--- config.mk ---
export PLATFORM = sky130hd
export DESIGN_NAME = capture_ctrl
export DESIGN_NICKNAME = d
export VERILOG_FILES = /design/src/rtl/capture_ctrl.sv
export SDC_FILE = /design/constraint.sdc
export NUM_CORES = 1
export LEC_CHECK = 0
export CAP_MARGIN = 20
export CORE_MARGIN = 3
export CORE_UTILIZATION = 50
export CTS_CLUSTER_SIZE = 10
export DETAILED_ROUTE_END_ITERATION = 6
export MAX_ROUTING_LAYER = met4
export PLACE_DENSITY = 0.74
export SETUP_SLACK_MARGIN = 0.3
export SYNTH_ARGS = -nofsm -noshare
export SYNTH_HDL_FRONTEND = slang
export SYNTH_SLANG_ARGS = --single-unit
--- constraint.sdc ---
create_clock -name osc_clk -period 6.2 [get_ports osc_clk]
set_clock_uncertainty 0.1 [all_clocks]
set_input_delay 0.62 -clock osc_clk [delete_from_list [all_inputs] [get_ports osc_clk]]
set_output_delay 0.62 -clock osc_clk [all_outputs]
set_load 0.01 [all_outputs]
--- src/rtl/capture_ctrl.sv ---
// capture_ctrl: acquisition sequencer that owns the sample RAM write port.
// It runs the RAM as a circular buffer: pre-fill, wait for a level/slope
// trigger, capture a fixed post-trigger count, then freeze the buffer and
// hand it to the readout path until pi_graph_done.
// Optional feature macro: CAPTURE_CTRL_AUTO_TRIG_EN (forced trigger after
// AUTO_TIMEOUT valid samples in ARMED; trig_forced is tied 0 without it).
module capture_ctrl #(
  parameter int ADDR_W  = 12,
  parameter int DATA_W  = 8,
  parameter int PRETRIG = 1024
`ifdef CAPTURE_CTRL_AUTO_TRIG_EN
  , parameter int AUTO_TIMEOUT = 65535
`endif
) (
  input  logic              osc_clk,
  input  logic              reset,
  input  logic              run,
  input  logic              sample_valid,
  input  logic [DATA_W-1:0] sample_data,
  input  logic [DATA_W-1:0] trig_level,
  input  logic              trig_slope,
  input  logic              pi_graph_done,
  output logic              wr_en,
  output logic [ADDR_W-1:0] wr_adr,
  output logic [DATA_W-1:0] wr_data,
  output logic              start_read,
  output logic [ADDR_W-1:0] rd_base,
  output logic [ADDR_W-1:0] trig_adr,
  output logic              trig_forced,
  output logic              busy
);

  localparam int DEPTH = 1 << ADDR_W;
  localparam int POSTN = DEPTH - PRETRIG - 1;
  localparam logic [ADDR_W-1:0] ZERO_A    = ADDR_W'(0);
  localparam logic [ADDR_W-1:0] ONE_A     = ADDR_W'(1);
  localparam logic [ADDR_W-1:0] PRE_A     = ADDR_W'(PRETRIG);
  localparam logic [ADDR_W-1:0] PRE_LAST  = ADDR_W'(PRETRIG - 1);
  localparam logic [ADDR_W-1:0] POST_LAST = ADDR_W'(POSTN - 1);
  localparam bit PRE_ZERO  = (PRETRIG == 0);
  localparam bit POST_ZERO = (POSTN == 0);

  typedef enum logic [2:0] {
    S_IDLE    = 3'd0,
    S_PREFILL = 3'd1,
    S_ARMED   = 3'd2,
    S_POST    = 3'd3,
    S_HANDOFF = 3'd4
  } state_t;

  // The state a new acquisition starts in (PREFILL is skipped with no pre-trigger history)
  localparam state_t S_START = PRE_ZERO ? S_ARMED : S_PREFILL;

  state_t            state_q, state_d;
  logic [ADDR_W-1:0] ptr_q, ptr_d;
  logic [ADDR_W-1:0] cnt_q, cnt_d;
  logic              have_prev_q, have_prev_d;
  logic [DATA_W-1:0] prev_q, prev_d;
  logic              wr_en_q, wr_en_d;
  logic [ADDR_W-1:0] wr_adr_q, wr_adr_d;
  logic [DATA_W-1:0] wr_data_q, wr_data_d;
  logic              start_read_q, start_read_d;
  logic [ADDR_W-1:0] rd_base_q, rd_base_d;
  logic [ADDR_W-1:0] trig_adr_q, trig_adr_d;
  logic              busy_q, busy_d;
  logic              forced_q, forced_d;
`ifdef CAPTURE_CTRL_AUTO_TRIG_EN
  logic [31:0]       to_cnt_q, to_cnt_d;
  logic              timeout_hit;
`endif
  logic              crossing;
  logic              fire;

  // Trigger qualification on the incoming sample against the previous one
  always_comb begin
    crossing = 1'b0;
    if (have_prev_q) begin
      if (trig_slope) begin
        crossing = (prev_q >= trig_level) && (sample_data < trig_level);
      end else begin
        crossing = (prev_q < trig_level) && (sample_data >= trig_level);
      end
    end else begin
      crossing = 1'b0;
    end
`ifdef CAPTURE_CTRL_AUTO_TRIG_EN
    timeout_hit = ((to_cnt_q + 32'd1) == 32'(AUTO_TIMEOUT));
    fire        = crossing || timeout_hit;
`else
    fire        = crossing;
`endif
  end

  // Next-state, write path and frame bookkeeping
  always_comb begin
    state_d      = state_q;
    ptr_d        = ptr_q;
    cnt_d        = cnt_q;
    have_prev_d  = have_prev_q;
    prev_d       = prev_q;
    wr_en_d      = 1'b0;
    wr_adr_d     = wr_adr_q;
    wr_data_d    = wr_data_q;
    start_read_d = start_read_q;
    rd_base_d    = rd_base_q;
    trig_adr_d   = trig_adr_q;
    forced_d     = forced_q;
`ifdef CAPTURE_CTRL_AUTO_TRIG_EN
    to_cnt_d     = to_cnt_q;
`endif

    // A sample arriving on a state-exit edge is still handled by the current state
    if (sample_valid && (state_q == S_PREFILL || state_q == S_ARMED || state_q == S_POST)) begin
      wr_en_d   = 1'b1;
      wr_adr_d  = ptr_q;
      wr_data_d = sample_data;
      ptr_d     = ptr_q + ONE_A;
    end else begin
      wr_en_d   = 1'b0;
    end

    case (state_q)
      S_IDLE: begin
        if (run && !pi_graph_done) begin
          state_d     = S_START;
          ptr_d       = ZERO_A;
          have_prev_d = 1'b0;
`ifdef CAPTURE_CTRL_AUTO_TRIG_EN
          to_cnt_d    = 32'd0;
`endif
        end else begin
          state_d     = S_IDLE;
        end
      end

      S_PREFILL: begin
        if (pi_graph_done || !run) begin
          state_d = S_IDLE;
          ptr_d   = ZERO_A;
        end else if (sample_valid) begin
          have_prev_d = 1'b1;
          prev_d      = sample_data;
          if (ptr_q == PRE_LAST) begin
            state_d  = S_ARMED;
`ifdef CAPTURE_CTRL_AUTO_TRIG_EN
            to_cnt_d = 32'd0;
`endif
          end else begin
            state_d  = S_PREFILL;
          end
        end else begin
          state_d = S_PREFILL;
        end
      end

      S_ARMED: begin
        if (pi_graph_done || !run) begin
          state_d = S_IDLE;
          ptr_d   = ZERO_A;
        end else if (sample_valid) begin
          have_prev_d = 1'b1;
          prev_d      = sample_data;
`ifdef CAPTURE_CTRL_AUTO_TRIG_EN
          to_cnt_d    = to_cnt_q + 32'd1;
`endif
          if (fire) begin
            trig_adr_d = ptr_q;
            rd_base_d  = ptr_q - PRE_A;
            forced_d   = !crossing;
            cnt_d      = ZERO_A;
            state_d    = POST_ZERO ? S_HANDOFF : S_POST;
          end else begin
            state_d    = S_ARMED;
          end
        end else begin
          state_d = S_ARMED;
        end
      end

      S_POST: begin
        if (pi_graph_done) begin
          state_d = S_IDLE;
          ptr_d   = ZERO_A;
        end else if (sample_valid) begin
          if (cnt_q == POST_LAST) begin
            state_d = S_HANDOFF;
          end else begin
            cnt_d   = cnt_q + ONE_A;
          end
        end else begin
          state_d = S_POST;
        end
      end

      S_HANDOFF: begin
        if (pi_graph_done) begin
          start_read_d = 1'b0;
          ptr_d        = ZERO_A;
          have_prev_d  = 1'b0;
          state_d      = run ? S_START : S_IDLE;
`ifdef CAPTURE_CTRL_AUTO_TRIG_EN
          to_cnt_d     = 32'd0;
`endif
        end else begin
          start_read_d = 1'b1;
        end
      end

      default: begin
        state_d = S_IDLE;
        ptr_d   = ZERO_A;
      end
    endcase

    busy_d = (state_d != S_IDLE);
  end

  // State and output registers with synchronous reset
  always_ff @(posedge osc_clk) begin
    if (reset) begin
      state_q      <= S_IDLE;
      ptr_q        <= ZERO_A;
      cnt_q        <= ZERO_A;
      have_prev_q  <= 1'b0;
      prev_q       <= {DATA_W{1'b0}};
      wr_en_q      <= 1'b0;
      wr_adr_q     <= ZERO_A;
      wr_data_q    <= {DATA_W{1'b0}};
      start_read_q <= 1'b0;
      rd_base_q    <= ZERO_A;
      trig_adr_q   <= ZERO_A;
      busy_q       <= 1'b0;
      forced_q     <= 1'b0;
`ifdef CAPTURE_CTRL_AUTO_TRIG_EN
      to_cnt_q     <= 32'd0;
`endif
    end else begin
      state_q      <= state_d;
      ptr_q        <= ptr_d;
      cnt_q        <= cnt_d;
      have_prev_q  <= have_prev_d;
      prev_q       <= prev_d;
      wr_en_q      <= wr_en_d;
      wr_adr_q     <= wr_adr_d;
      wr_data_q    <= wr_data_d;
      start_read_q <= start_read_d;
      rd_base_q    <= rd_base_d;
      trig_adr_q   <= trig_adr_d;
      busy_q       <= busy_d;
      forced_q     <= forced_d;
`ifdef CAPTURE_CTRL_AUTO_TRIG_EN
      to_cnt_q     <= to_cnt_d;
`endif
    end
  end

  assign wr_en      = wr_en_q;
  assign wr_adr     = wr_adr_q;
  assign wr_data    = wr_data_q;
  assign start_read = start_read_q;
  assign rd_base    = rd_base_q;
  assign trig_adr   = trig_adr_q;
  assign busy       = busy_q;
`ifdef CAPTURE_CTRL_AUTO_TRIG_EN
  assign trig_forced = forced_q;
`else
  assign trig_forced = 1'b0;
`endif

endmodule
# After elaboration in Yosys (flattened, before gate mapping)
# Index checks and enable logic that the tools add are counted.
# word_totals
ff_bits	83
input_bits	22
wordCells	89
# classes
magnitude_cmp	4
n_reduce_logical	19
n_bitwise	1
n_mux	34
n_eq_ne	16
add_sub_neg	3
# op_table
op	count
two-way mux 12 bit	10
one-hot mux 12 bit (3 select lines)	1
adder 12 x 1 -> 12 bit, second input constant	2
two-way mux 3 bit	8
one-hot mux 12 bit (2 select lines)	1
inequality test 2 bit, second input constant	9
greater-or-equal comparator 8 bit	2
< comparator 8 bit	2
one-hot mux 3 bit (5 select lines)	1
== test 12 x 10 -> 1 bit, second input constant	1
== test 12 bit, second input constant	1
subtractor 12 x 11 -> 12 bit, second input constant	1
two-way mux 1 bit	11
AND reduction 7 bit	1
== test 3 x 2 -> 1 bit, second input constant	2
nonzero test 3 bit	2
AND reduction 5 bit	1
logical AND 1 bit	4
AND reduction 4 bit	1
OR reduction 2 bit	2
== test 3 x 1 -> 1 bit, second input constant	1
== test 3 bit, second input constant	1
zero test 3 bit	1
logical OR 1 bit	3
7 further kinds	8

# Logic depth before layout (Yosys ltp)
# Gate-level depths: netlist of the first run.
# logic_depth
depth_word	9
ltp_mapped	9
mapped_depth_nobuf	8

# Least setup slack after synthesis of the first run
# Ideal clock, no wire load.
# synth_timing
path_type	input to register
from	in trig_level[1]
to	reg rd_base_q[10] (netlist: rd_base[10])
path_buffers	0
required_time_ns	5.977
path_stages	8
path_slack_ns	3.655
arrival_time_ns	2.321
cell_sequence	inv_1 > ha_1 > nor2b_1 > o211ai_1 > a21oi_1 > a2111o_1 > a21oi_4 > mux2_1
# synth_between
elab_chain_cells	5
# synth_lines
item	line	rtl
from (decl)	20	input logic [DATA_W-1:0] trig_level,
< comparator 8 bit, or another cell as far along	81	crossing = (prev_q < trig_level) && (sample_data >= trig_level);
logical AND 1 bit, on equally long branches	81, 79	
two-way mux 1 bit (*)	78	if (trig_slope) begin
two-way mux 1 bit (*)	77	if (have_prev_q) begin
AND reduction 4 bit (no line) (*)	-	
to (signal assigned)	247	rd_base_q <= rd_base_d;
to (decl)	63	logic [ADDR_W-1:0] rd_base_q, rd_base_d;
# Every way passes the cells marked *; elsewhere a longest branch is shown, timed or not.
# A chain may end at the register's enable or synchronous reset.

# Worst setup path after layout of the first run
# layout_timing
from	in trig_level[1]
to	reg rd_base_q[11] (netlist: rd_base[11])
# The elaborated chain is that of the path after synthesis.

==> results.ini, run 1 <==
[setup_path]
cp.buffers_inverters = 2
r2r_setup_slack_ns = 3.40
crit-reg2reg-launch = prev_q[1]
ff2ff_path_depth = 7
cp_top_family = compound AO/OA/AOI/OAI gates
start_kind = input port
crit_start = trig_level[1]
rr_endpoint = rd_base[11]
cp_slowest_stage_delay_ns = 0.78
arrival_ns = 3.42
crit_path_end_kind = flop
critPathRequiredTime_ns = 6.33
crit_type = in2reg
cp_cell_sequence = clkdlybuf4s50_1 > inv_1 > ha_1 > nor2b_1 > o211ai_1 > a21o_1 > a2111o_1 > a21oi_4 > mux2_1
critPathMaxFanout = 27
cp_slowest_cell = a21oi_4
cp.depth = 9

[logic_synthesis]
syn_area_per_cell_um2 = 8.73
ys_ff_latch = 73
synth_top_cell_area_share_pct = 39.5
synth_edf_count = 0
synth_fp_nets = 466
netlist_top_cells_count = dfxtp_1 (73), nand2_1 (57), a21oi_1 (34), nor2_1 (33), nand2b_1 (29)
synth_cells = 424
synth_most_common_cell = dfxtp_1
synth_area_um2 = 3700
synthTopCellsByArea = dfxtp_1 (39%), ha_1 (6.8%), nand2_1 (5.8%)
yosysTopAreaCell = dfxtp_1
ys_types = 48
synth_warnings = 0
ys_seq_area_share_pct = 39.5
ys_dominant_reg_cell = dfxtp_1
synth-async-reset-ratio_pct = 0

[worst_hold_path]
min-delay-start = wr_data[0]
min_to = wr_data[0]
whs_path_depth = 2
hold_path.class = reg2reg

[global_route]
grt_pass1_wl_um = 14000
met3_usage_pct = 4.84
first_global_vias = 2959
grtUsageTotal_pct = 20.8
grt-ovfl-total = 0
antenna_found_initial = 0
grt_util_met2_pct = 32.3
grt_max_degree = 76
grt_util_met1_pct = 27.4
grt-busiest-layer = met2

[placement]
place_inst = 558
dp_hpwl_um = 5650
routabilityCongestion = 0.916
pre_cts_ws_ns = 2.54
io_buffer_count = 68
placed_cell_area_um2 = 4340

[layout]
n_fill_cell = 614
regArea_um2 = 1460
final_area_um2 = 4570
diodes = 0
area_growth_pct = 23.5
instances_no_fill = 574
final_nets = 515
drive_gt1_share_pct = 8.16
multi_input_area_um2 = 2000

[outcome]
outcome = complete, no violations

[timing]
hold_viol = 0
period_needed_ns = 3.29
setup_viol = 0
grt_setup_unrepaired = false
max_slew_margin_pct = 32.6
tns_ns = 0
worst_slack_ns = 2.91
finalCritPeriodShare_pct = 53.0
tightest_slew_ns = 1.01
max_clock_freq_mhz = 304
final_max_slew_viol_count = 0

[floorplan]
rows = 30
io_pins = 70
dieArea_um2 = 8470
die_w_um = 92.0
start_util_pct = 53.0
core_um2 = 6980
dieHeight_um = 92.0

[cts]
path_clk_slew_ns = 0.07
clock-sinks = 73
root_buffer = clkbuf_8
ctsResizeCount = 0
htree_levels = 3
post_cts_buffers = 0
cts_tree = yes
cts_inserted_buffers = 9
cts_hold_buf = 0
clk_latency_ns = 0.35
cts_buffer_depth = 2

[detailed_routing]
wl_per_cell_um = 14.1
dr_total_vias = 3050
wl_um = 8100
dr.pass1.iters = 4
viasPerCell = 5.31
detail-route-antenna-nets = 0
drc = 0
drt_iter0_drc = 154

[power]
p_leak_uw = 0.00155
peakVddDrop_uv = 155
p_per_area_nw_per_um2 = 211

[job]
max-cap-violations = 0

[worst register-to-register path, stage by stage, from the launching register on]
cell	delay (ns)
dfxtp_1	0.32
ha_1	0.29
nor2b_1	0.14
o211ai_1	0.15
a21oi_1	0.11
a2111o_1	0.40
a21oi_4	0.78
mux2_1	0.39
[layer usage]
| layer | vias to the layer above | part of all wire (%) | wire length [um] |
|---|---|---|---|
| li1 | 1529 | - | - |
| met1 | 1439 | 47 | 3770 |
| met2 | 70 | 47 | 3850 |
| met3 | 12 | 4.6 | 371 |
| met4 | 0 | 1.3 | 105 |
| met5 | - | 0 | 0 |
[sequential cells by signal, summed over array words and instances, names as in the netlist]
signal       cells
cnt_q           12
ptr_q           12
rd_base         12
wr_adr          12
prev_q           8
wr_data          8
state_q          3
trig_adr         2
busy             1
have_prev_q      1
start_read       1
wr_en            1
[cell families (layout without fill, tap and decap cells)]
logic type,Yosys count,count (layout),share of synthesized area [%]
muxes,22,22,6.02
adders and majority gates,21,21,7.03
and+or+nand+nor,180,180,26.5
buffers and inverters,49,103,6.52
DFF,73,73,39.5
xor gates and xnor gates,22,22,5.21
other,1,1,0.101
AOI/OAI and AO/OA,56,56,9.16
[how the worst max path moves through the flow]
stage	end	slack [ns]
floorplan	rd_base[10]	3.66
global placement	rd_base[11]	2.60
global route	rd_base[11]	2.76
finish	rd_base[11]	2.91
detailed placement	rd_base[10]	2.54
CTS	rd_base[10]	2.90
[placed cells by master (no fill, tap or decap), types with 2 or more instances in the layout]
master / instances
a21o_1: 2
a21oi_1: 34
a31oi_1: 2
and2_1: 2
and3_1: 2
buf_4: 2
bufinv_16: 2
clkbuf_8: 11
clkdlybuf4s50_1: 67
clkinv_2: 2
dfxtp_1: 73
ha_1: 20
inv_1: 16
mux2_1: 2
mux2i_1: 20
nand2_1: 57
nand2b_1: 29
nand3_1: 5
nand4_1: 13
nor2_1: 33
nor2b_1: 5
nor3_1: 8
nor3_2: 7
nor4_2: 8
o211ai_1: 3
o21ai_0: 3
o21ai_1: 2
o21bai_1: 2
or3_1: 5
xnor2_1: 14
xor2_1: 8
[cell type report]
class / instances / share of cell area, %
clock buffers: 11 / 3.31
clock inverters: 5 / 1.70
inverters: 17 / 1.40
multi-input cells: 302 / 43.9
flip-flops and latches: 73 / 32.0
well taps: 96 / 2.63
repair buffers: 70 / 15.1
[power by group]
group	leakage, uW	internal, uW	switching, uW	total, uW
clock network	0.000115	247	178	425
logic	0.000848	30.1	34.8	64.9
registers	0.000589	471	2.15	473
total	0.00155	748	215	963
[stage by stage]
stage | hold slack [ns] | total power (uW) | util (%)
6_report | 0.359 | 963 | 65.4
5_1_grt | 0.384 | 1000 | 65.4
4_1_cts | 0.361 | 973 | 65.4
3_5_place_dp | 0.350 | 549 | 62.2
3_3_place_gp | 0.342 | 548 | 62.2
2_1_floorplan | 0.357 | 522 | -
No activity file was read; power rests on OpenSTA's default activity.
==> run 2, diff against run 1 <==
==> constraint.sdc (replaced) <==
create_clock -name osc_clk -period 3.4 [get_ports osc_clk]
set_clock_uncertainty 0.1 [all_clocks]
set_input_delay 0.34 -clock osc_clk [delete_from_list [all_inputs] [get_ports osc_clk]]
set_output_delay 0.34 -clock osc_clk [all_outputs]
set_load 0.01 [all_outputs]
==> run 2 against run 1 <==
Worst hold slack got worse by 0.022 ns. Sequential cell count did not move. Critical path depth did not move. Wire length fell by 0.15%. Combinational power rose by 83%. Global-route usage fell by 0.51 points. Largest cell class unchanged. Largest power group unchanged.
==> results.ini, run 2 (synthesis gave the netlist of run 1 again) <==
[outcome]
outcome = complete, no violations

[power]
internal-power_uw = 1330  ; +78%
swShare_pct = 24.0  ; +1.7 points
p_leak_uw = 0.00157  ; +1.1%
pwr-share-clk_pct = 44.1  ; about the same
seq_power_share_pct = 49.1  ; about the same
power_uw = 1760  ; +82%
p_sw_uw = 421  ; +96%
p_per_area_nw_per_um2 = 381  ; +81%
peakVddDrop_uv = 277  ; +78%
combPwrFrac_pct = 6.8  ; about the same

[cts]
ctsResizeCount = 0  ; unchanged
clock-sinks = 73  ; unchanged
htree_levels = 3  ; unchanged
post_cts_buffers = 0  ; unchanged
cts_inserted_buffers = 9  ; unchanged
root_buffer = clkbuf_8
clk_latency_ns = 0.35  ; about the same
cts_hold_buf = 0  ; unchanged
path_clk_slew_ns = 0.09  ; +0.02 ns
cts_buffer_depth = 2  ; unchanged
cts_tree = yes

[floorplan]
dieHeight_um = 92.0  ; unchanged
die_w_um = 92.0  ; unchanged
core_um2 = 6980  ; unchanged
dieArea_um2 = 8470  ; unchanged
io_pins = 70  ; unchanged
start_util_pct = 53.0  ; unchanged
rows = 30  ; unchanged

[setup_path]
arrival_ns = 2.80  ; -0.62 ns
crit_path_end_kind = flop
ff2ff_path_depth = 8  ; +1
critPathMaxFanout = 11  ; -59%
crit_type = in2reg
start_kind = input port
critPathRequiredTime_ns = 3.58  ; -2.75 ns

[detailed_routing]
detail-route-antenna-nets = 0  ; unchanged
drt_iter0_drc = 134  ; -13%
dr.pass1.iters = 4  ; unchanged
wl_per_cell_um = 14.0  ; -1.0%
dr_total_vias = 3022  ; -0.92%
drc = 0  ; unchanged
wl_um = 8080  ; -0.15%
viasPerCell = 5.22  ; -1.8%

[job]
max-cap-violations = 0  ; unchanged

[global_route]
grtUsageTotal_pct = 20.3  ; -0.51 points
first_global_vias = 2820  ; -4.7%
grt_pass1_wl_um = 13600  ; -3.2%
grt-ovfl-total = 0  ; unchanged
antenna_found_initial = 0  ; unchanged
grt_max_degree = 38  ; -50%

[worst_hold_path]
whs_path_depth = 2  ; unchanged
hold_path.class = in2reg

[timing]
worst_slack_ns = 0.777  ; -2.13 ns
final_max_slew_viol_count = 0  ; unchanged
max_clock_freq_mhz = 381
grt_setup_unrepaired = false
tightest_slew_ns = 0.697  ; -0.311 ns
period_needed_ns = 2.62
setup_viol = 0  ; unchanged
hold_viol = 0  ; unchanged
timing.hold.ws_ns = 0.337  ; -0.0217 ns
tns_ns = 0  ; unchanged
finalCritPeriodShare_pct = 77.1
max_slew_margin_pct = 53.5  ; +21 points

[placement]
routabilityCongestion = 0.863  ; -5.8%
placed_cell_area_um2 = 4380  ; +0.86%
pre_cts_ws_ns = 0.391  ; -2.15 ns
dp_hpwl_um = 5800  ; +2.7%
io_buffer_count = 68  ; unchanged

[layout]
final_area_um2 = 4600  ; +0.74%
final_common_cell = dfxtp_1
drive_gt1_share_pct = 9.11  ; +0.95 points
diodes = 0  ; unchanged
area_growth_pct = 24.4
final_cell_mix = dfxtp_1 (73), clkdlybuf4s50_1 (67), nand2_1 (57), a21oi_1 (34), nor2_1 (33)
final_nets = 520  ; +0.97%

[run 2: cell count changes in the layout (fill, tap and decap cells not counted), sizes merged]
cell	change
buf	+5
clkbuf	-2
clkinv	-1
clkinvlp	+1
inv	+2
[run 2: worst paths after layout]
check                      start          to  slack [ns]
hold reg to reg       wr_data[3]  wr_data[3]        0.36
hold / removal             reset   prev_q[0]        0.34
setup / recovery  sample_data[7]  rd_base[8]        0.78
setup reg to reg       prev_q[1]  rd_base[8]        0.97
[run 2: metrics by stage]
stage	util, %	cells
floorplan	-	424
global placement	62.7	563
detailed placement	62.7	563
CTS	65.9	579
global route	65.9	579
finish	65.9	579
[run 2: cell type report]
class                   instances  area, um2
fillers                       613       2380
well taps                      96        120
inverters                      17       63.8
flip-flops and latches         73       1460
repair buffers                 75        728
multi-input cells             302       2000
clock inverters                 7        101
clock buffers                   9        124
[run 2: power by group through the flow]
stage,Clock [uW],Sequential (uW),Combinational [uW]
CTS,788,863,120
global route,829,864,133
floorplan,0,883,69.0
detailed placement,0,883,119
finish,773,863,119
global placement,0,883,119
[run 2: critical path, cell delays in order]
cell and delay [ns]:
clkdlybuf4s50_1 0.48, ha_1 0.35, nand2_1 0.06, o21ai_1 0.18
nor2_1 0.07, a2111o_1 0.45, a21oi_4 0.40, buf_4 0.26
mux2i_1 0.20
[run 2: layer usage]
| metal | GRT usage, % | share of wire (%) |
|---|---|---|
| met5 | - | 0 |
| met4 | 5.20 | 0.89 |
| met3 | 5.17 | 4.7 |
| met2 | 30.9 | 46 |
| met1 | 27.0 | 48 |
==> run 3, diff against run 2 <==
==> constraint.sdc (replaced) <==
create_clock -name osc_clk -period 2.56 [get_ports osc_clk]
set_clock_uncertainty 0.1 [all_clocks]
set_input_delay 0.256 -clock osc_clk [delete_from_list [all_inputs] [get_ports osc_clk]]
set_output_delay 0.256 -clock osc_clk [all_outputs]
set_load 0.01 [all_outputs]
==> run 3 against run 2 <==
Non-clock buffer count up 17. Clock-buffer cell count unchanged. Worst hold slack worse by 0.071 ns. Sequential cell count unchanged. Wire length up 7.1%. Setup slack worse by 0.46 ns. First-iteration DRC count up 0.75%. Largest cell class unchanged.
==> results.ini, run 3 (synthesis gave the netlist of run 1 again) <==
[cts]
htree_levels = 3  ; unchanged
path_clk_slew_ns = 0.08  ; about the same
cts_inserted_buffers = 9  ; unchanged
cts_hold_buf = 0  ; unchanged
clk_latency_ns = 0.34  ; about the same
root_buffer = clkbuf_8
cts_tree = yes
clock-sinks = 73  ; unchanged
cts_buffer_depth = 2  ; unchanged

[setup_path]
ff2ff_path_depth = 8  ; unchanged
critPathRequiredTime_ns = 2.70  ; -0.88 ns
start_kind = input port
crit_type = in2reg
crit_path_end_kind = flop
critPathMaxFanout = 7  ; -4
arrival_ns = 2.38  ; -0.42 ns

[timing]
timing.hold.ws_ns = 0.265  ; -0.0714 ns
tns_ns = 0  ; unchanged
finalCritPeriodShare_pct = 87.6
hold_viol = 0  ; unchanged
final_max_slew_viol_count = 0  ; unchanged
max_clock_freq_mhz = 446
max_slew_margin_pct = 50.6  ; -2.9 points
setup_viol = 0  ; unchanged
grt_setup_unrepaired = true
tightest_slew_ns = 0.741  ; +0.0440 ns
period_needed_ns = 2.24

[floorplan]
core_um2 = 6980  ; unchanged
dieArea_um2 = 8470  ; unchanged
die_w_um = 92.0  ; unchanged
dieHeight_um = 92.0  ; unchanged
start_util_pct = 53.0  ; unchanged
io_pins = 70  ; unchanged
rows = 30  ; unchanged

[job]
max-cap-violations = 0  ; unchanged

[placement]
dp_hpwl_um = 6070  ; +4.6%
placed_cell_area_um2 = 4480  ; +2.2%
routabilityCongestion = 0.941  ; +9.0%
io_buffer_count = 68  ; unchanged

[global_route]
antenna_found_initial = 0  ; unchanged
grt_pass1_wl_um = 14300  ; +5.5%
grt-ovfl-total = 0  ; unchanged
first_global_vias = 3067  ; +8.8%
grtUsageTotal_pct = 21.2  ; +0.91 points
grt_max_degree = 48  ; +26%

[layout]
final_area_um2 = 4880  ; +6.0%
diodes = 0  ; unchanged
final_nets = 537  ; +3.3%
final_cell_mix = dfxtp_1 (72), nand2_1 (57), clkdlybuf4s50_1 (56), nor2_1 (33), a21oi_1 (31)
regArea_um2 = 1460  ; about the same
area_growth_pct = 31.8
final_common_cell = dfxtp_1
n_fill_cell = 538  ; -12%
drive_gt1_share_pct = 16.2  ; +7.1 points
final_util_pct = 69.9  ; +3.9 points
multi_input_area_um2 = 2120  ; +5.7%

[detailed_routing]
drc = 0  ; unchanged
dr.pass1.iters = 5  ; +1
detail-route-antenna-nets = 0  ; unchanged
wl_um = 8660  ; +7.1%
drt_iter0_drc = 135  ; +0.75%
viasPerCell = 5.28  ; +1.1%
wl_per_cell_um = 14.5  ; +4.1%
dr_total_vias = 3146  ; +4.1%

[outcome]
outcome = complete, no violations

[power]
power_uw = 2330  ; +33%
peakVddDrop_uv = 479  ; +73%
p_leak_uw = 0.00171  ; +9.1%
p_per_area_nw_per_um2 = 478  ; +25%

[worst_hold_path]
whs_path_depth = 2  ; unchanged
hold_path.class = in2reg

run 3: changes by cell type in the layout (fill, tap and decap cells not counted), moves of 3 or more:
| cell | delta |
|---|---|
| buf_4 | +12 |
| clkdlybuf4s50_1 | -11 |
| ha_1 | -7 |
| ha_4 | +7 |
| dlygate4sd2_1 | +6 |
| inv_1 | -6 |
| inv_2 | +6 |
| dlymetal6s2s_1 | +5 |
| a21oi_1 | -3 |
| a21oi_2 | +3 |
run 3: final timing paths:
path | start | end | slack [ns]
min | reset | prev_q[5] | 0.27
max reg2reg | prev_q[1] | rd_base[11] | 0.36
max | trig_level[2] | rd_base[11] | 0.32
min reg2reg | wr_data[5] | wr_data[5] | 0.36
run 3: per-layer routing:
metal	GRT usage [%]	vias up	share of wire, %
li1	-	1570	-
met1	26.5	1497	46
met4	5.57	0	0.90
met3	4.51	6	3.9
met5	-	-	0
met2	34.9	73	49
run 3: metrics by stage:
stage	instances	worst slack, ns
after global routing	596	0.218
final	596	0.318
after global placement	576	-0.122
after detailed placement	576	-0.216
after floorplan	424	0.379
after CTS	595	0.299
run 3: layout make-up:
cell class	count	area share, %
inverter	17	1.31
timing repair buffer	92	18.3
clock buffer	9	2.54
sequential	73	30.0
tap	96	2.46
multi-input combinational	302	43.4
clock inverter	7	1.92
run 3: critical path, cell delays in order:
cell             delay, ns
clkdlybuf4s50_1       0.49
inv_2                 0.06
ha_4                  0.26
o211ai_1              0.09
a21o_1                0.18
a2111o_1              0.40
a21oi_4               0.18
buf_12                0.15
mux2_4                0.29
run 3: report_power, final:
part	total [uW]	switching (uW)	internal, uW
combinational	192	99.1	93.0
clock	993	444	548
sequential	1150	5.75	1140
total	2330	549	1780
run 3: timing repair:
item | CTS | global route
setup endpoints to repair | 23 | 20
buffers inserted | 2 | 1
pin swaps | 9 | 8
gates cloned | 1 | 0
gates resized for setup | 22 | 17
